[src/rtl/candidate_row_assembler.sv]
// ============================================================================
// candidate_row_assembler: packs index tuples into a J-slot candidate row.
// Optional row counter via `CAND_ROW_COUNT_EN.   Rev 1.0
// ============================================================================
`default_nettype none

module candidate_row_assembler #(
  parameter int J = 14,
  parameter int A = 4,
  localparam int J_WIDTH = $clog2(J) + 1
) (
  input  logic               clk,
  input  logic               rst,
  input  logic               index_in_tvalid,
  output logic               index_in_tready,
  input  logic [J_WIDTH-1:0] col_idx1,
  input  logic [J_WIDTH-1:0] col_idx2,
  input  logic [J_WIDTH-1:0] row_idx,
  input  logic               index_in_tlast,
  output logic [J*64-1:0]    candidate_row,
  output logic               candidate_row_tvalid,
  input  logic               candidate_row_tready,
  output logic               candidate_row_tlast,
  output logic               range_err
`ifdef CAND_ROW_COUNT_EN
  ,
  output logic [15:0]        row_count
`endif
);

  localparam logic [J_WIDTH-1:0] LAST_POS = J_WIDTH'(J - 1);
  localparam logic [J_WIDTH-1:0] J_LIM    = J_WIDTH'(J);

  typedef enum logic [0:0] {
    FILL = 1'b0,
    HOLD = 1'b1
  } state_e;

  state_e             state_q, state_d;
  logic [J_WIDTH-1:0] pos_q;
  logic [63:0]        slot_q [J];
  logic               tlast_q;
  logic               err_q;
  logic               tuple_acc;
  logic               row_acc;
  logic               row_done;
  logic               idx_bad;
  logic [63:0]        entry;

  always_ff @(posedge clk) begin
    if (rst) begin
      state_q <= FILL;
    end else begin
      state_q <= state_d;
    end
  end

  always_comb begin
    state_d         = state_q;
    index_in_tready = 1'b0;
    tuple_acc       = 1'b0;
    row_acc         = 1'b0;
    row_done        = 1'b0;
    case (state_q)
      FILL: begin
        index_in_tready = !rst;
        tuple_acc       = index_in_tvalid && !rst;
        row_done        = tuple_acc && ((pos_q == LAST_POS) || index_in_tlast);
        if (row_done) state_d = HOLD;
      end
      HOLD: begin
        row_acc = candidate_row_tready && !rst;
        if (candidate_row_tready) state_d = FILL;
      end
      default: state_d = FILL;
    endcase
  end

  // Fields sit at fixed byte offsets so downstream decode is independent of J.
  always_comb begin
    entry                  = '0;
    entry[0 +: J_WIDTH]    = col_idx1;
    entry[8 +: J_WIDTH]    = col_idx2;
    entry[16 +: J_WIDTH]   = row_idx;
    entry[63]              = 1'b1;
  end

  assign idx_bad = (col_idx1 >= J_LIM) || (col_idx2 >= J_LIM) || (row_idx >= J_LIM);

  always_ff @(posedge clk) begin
    if (rst) begin
      pos_q   <= '0;
      tlast_q <= 1'b0;
      err_q   <= 1'b0;
      for (int k = 0; k < J; k++) slot_q[k] <= '0;
    end else begin
      if (tuple_acc) begin
        for (int k = 0; k < J; k++) begin
          if (pos_q == J_WIDTH'(k)) slot_q[k] <= entry;
        end
        pos_q <= pos_q + 1'b1;
        if (idx_bad) err_q <= 1'b1;
        if (row_done) tlast_q <= index_in_tlast;
      end
      if (row_acc) begin
        pos_q   <= '0;
        tlast_q <= 1'b0;
        for (int k = 0; k < J; k++) slot_q[k] <= '0;
      end
    end
  end

  for (genvar k = 0; k < J; k++) begin : g_slot
    assign candidate_row[64*k +: 64] = slot_q[k];
  end

  assign candidate_row_tvalid = (state_q == HOLD);
  assign candidate_row_tlast  = tlast_q;
  assign range_err            = err_q;

`ifdef CAND_ROW_COUNT_EN
  logic [15:0] row_count_q;

  always_ff @(posedge clk) begin
    if (rst) begin
      row_count_q <= '0;
    end else if (row_acc) begin
      row_count_q <= row_count_q + 16'd1;
    end
  end

  assign row_count = row_count_q;
`endif

endmodule

`default_nettype wire

[config.mk]
export PLATFORM = sky130hd
export DESIGN_NAME = candidate_row_assembler
export DESIGN_NICKNAME = d
export VERILOG_FILES = /design/src/rtl/candidate_row_assembler.sv
export SDC_FILE = /design/constraint.sdc
export NUM_CORES = 1
export LEC_CHECK = 0
export CORE_AREA = 2 2 360 362
export CTS_CLUSTER_SIZE = 30
export DETAILED_ROUTE_END_ITERATION = 8
export DIE_AREA = 0 0 362 364
export SKIP_LAST_GASP = 1
export SYNTH_ARGS = -nofsm -noshare
export SYNTH_HDL_FRONTEND = slang
export SYNTH_SLANG_ARGS = --single-unit
export TNS_END_PERCENT = 5
[constraint.sdc]
create_clock -name clk -period 2.19 [get_ports clk]
set_input_delay 0.219 -clock clk [delete_from_list [all_inputs] [get_ports clk]]
set_output_delay 0.219 -clock clk [all_outputs]
set_load 0.02 [all_outputs]
==> metrics <==
DP HPWL=28200 um; top cell type's share of synthesized area=37.1%; first drt pass iteration count=5; fin cells=3368; Synth Warn #=0; I/O pin count=920; CP endpoint kind=output pin; cell area power density=655 nW/um2; Initial Util=10.7%; top cells by area, synth=buf_4 (37%), edfxtp_1 (28%), dfxtp_1 (15%); CTS root buf=clkbuf_16; Final Skew=0.0135 ns; input/output buffers=247; Nets=between 1.5k and 2k; Post-CTS Hold Fix Bufs=0; Finish-stage setup viols=0; Synth Area per Inst=between 9 and 10 um2; dominant cell type by area after synthesis=buf_4; GR Util All Layers=4.66%; Slowest-stage cell, CP=clkdlybuf4s50_1; post-synthesis cell area=13700 um2; commonest non-fill, non-tap cell in the layout=conb_1; share of layout cells above drive strength 1=6.02%; hold_ws=between 0.4 and 0.5 ns; drt via density=2.44; initial antenna violation count=0; run status=completed; Final Hold Fails=0; H-tree Lvls=1; vias in the first global route=around 6.6k; Main synth FF type=edfxtp_1; CTS tree=done; cell-internal power=7700 uW; final WL=35100 um; critical path required time=1.97 ns; met1 Track Usage GR=5.00%; Fillers=14.6k; placed cells=3328; CP Max Fanout=11; Psw=3440 uW; first-pass GRT wire length=45700 um; largest net degree at the start of global routing=57; met2 Use GR=around 8.5%; EDFF count, synth=127; core outline area=128000 um2; CP Data Arrival Time=between 1.5 and 2 ns; fin util=13.3%; max-slew violations=0; post-DR wirelength/cell=10.4 um; GR peak layer=met2; row count=between 100 and 150; crit path cell chain=clkdlybuf4s50_1; CP bufs+invs=1; Die Span X=362 um; Fmax=0.522 GHz; count of state elements after synthesis=between 200 and 250; Pwr Total=11100 uW; DR vias=8227; clock network power share=38.7%; crit path time final=1.92 ns; height of the die=364 um; Comb power frac=18.4%; RSZ-0062 raised after global routing=no; worst slew pin tran=0.606 ns; Sw Ratio=30.9%; worst vdd ir=0.440 mV; Async SR Flop Fraction=0%; Final GP Congestion=0.787; CTS buffer count=22; die area=between 100000 and 150000 um2; grt ovf=0; most used cells in the layout excluding fill and tap cells=conb_1 (672), clkdlybuf4s50_1 (247), edfxtp_1 (127), nand2_1 (116), nor2_1 (112); fin crit share=between 80% and 90%; # diodes=0; worst hold path type=in -> reg; Max-slew headroom=between 50% and 60%; sequential share of the synthesized area=43.3%; Critical Path Max Stage Delay=0.68 ns; clock latency on the worst-skew pair=0.53 ns; clk sinks=232; Synth Instances=1394; Synth cell types=39; Flop pwr share=42.9%; clock transition at the registers of the reported paths=0.07 ns; synthesis-to-layout area growth=24.5%; Largest delay share family, worst path=buffers and inverters; Setup Crit Path Kind=reg -> out; antenna-violating nets left=0; P_leak=0.00720 uW; type of origin of the critical path=flip-flop; Initial DRC Count=roughly 570; met3 Use GR=0.780%; Clock Path Buffers=3; DR DRC count=0; MaxCap Viol Count=0
-- cell families after synthesis --
family	synth area share, %
DFF	43.3
AOI/OAI and AO/OA	2.25
and+or+nand+nor	10.0
buffers and inverters	39.2
xor gates and xnor gates	0.128
adders and majority gates	0.366
muxes	4.69
other	0.0274
-- final timing paths --
path | to | from | slack, ns | cells past startpoint
setup / recovery | candidate_row_tvalid | candidate_row_tvalid | 0.27 | 1
setup reg to reg | slot_q[0][2] | pos_q[0] | 0.28 | 6
hold / removal | candidate_row_tlast | index_in_tlast | 0.42 | 2
hold reg to reg | slot_q[1][95] | slot_q[1][95] | 0.45 | 2
-- sequential cells by signal (all words and copies together) (netlist names) --
name and count:
candidate_row_tvalid 1, range_err 1, pos_q 5, candidate_row_tlast 1
slot_q 224
-- layout make-up --
type	instances	area, um2	area share (%)
clock buffers	26	587	3.45
clock inverters	14	229	1.35
inverters	14	52.6	0.309
multi-input cells	1104	4920	28.9
flip-flops and latches	232	5920	34.8
well taps	1675	2100	12.3
repair buffers	303	3220	18.9
-- per-stage QoR --
stage,setup WS [ns],area (um2),setup TNS [ns]
after global placement,0.0116,16200,0
after detailed placement,-0.0373,16200,-0.0641
final,0.273,17000,0
after global routing,0.161,17000,0
after floorplan,0.0133,16200,0
after CTS,0.0352,17000,0
-- routing by layer --
| metal | share of wire, % | vias to the layer above |
|---|---|---|
| met5 | 0 | - |
| met4 | 5.6 | 0 |
| met3 | 8.8 | 70 |
| met2 | 51 | 599 |
| li1 | - | 3699 |
| met1 | 35 | 3859 |
-- power groups by stage --
stage | logic (uW) | registers (uW) | clock network, uW
after global routing | 2160 | 4800 | 4570
final | 2050 | 4780 | 4310
after global placement | 2030 | 4880 | 0
after floorplan | 2130 | 5050 | 0
after CTS | 2030 | 4790 | 4400
after detailed placement | 2030 | 4880 | 0
-- Yosys cell counts, types with 2 or more instances --
cell      instances
a21o_1            2
a21oi_1          21
and2_1           17
and3_1            3
buf_12            2
buf_2             9
buf_4           676
buf_6             6
clkbuf_1         21
dfxtp_1         105
edfxtp_1        127
ha_1              4
inv_1            14
mux2i_1          64
nand2_1         116
nand3_1          35
nand3_2           4
nand3_4           2
nand3b_1          3
nor2_1          112
nor2b_1           3
o21a_1            2
o21ai_0          29
xnor2_1           2
-- what timing repair did --
| item | CTS | global route |
|---|---|---|
| setup buffers | 0 | 0 |
| resized for setup | 0 | 1 |
| setup endpoints to repair | 0 | 1 |
Power figures use the tool's default switching activity.
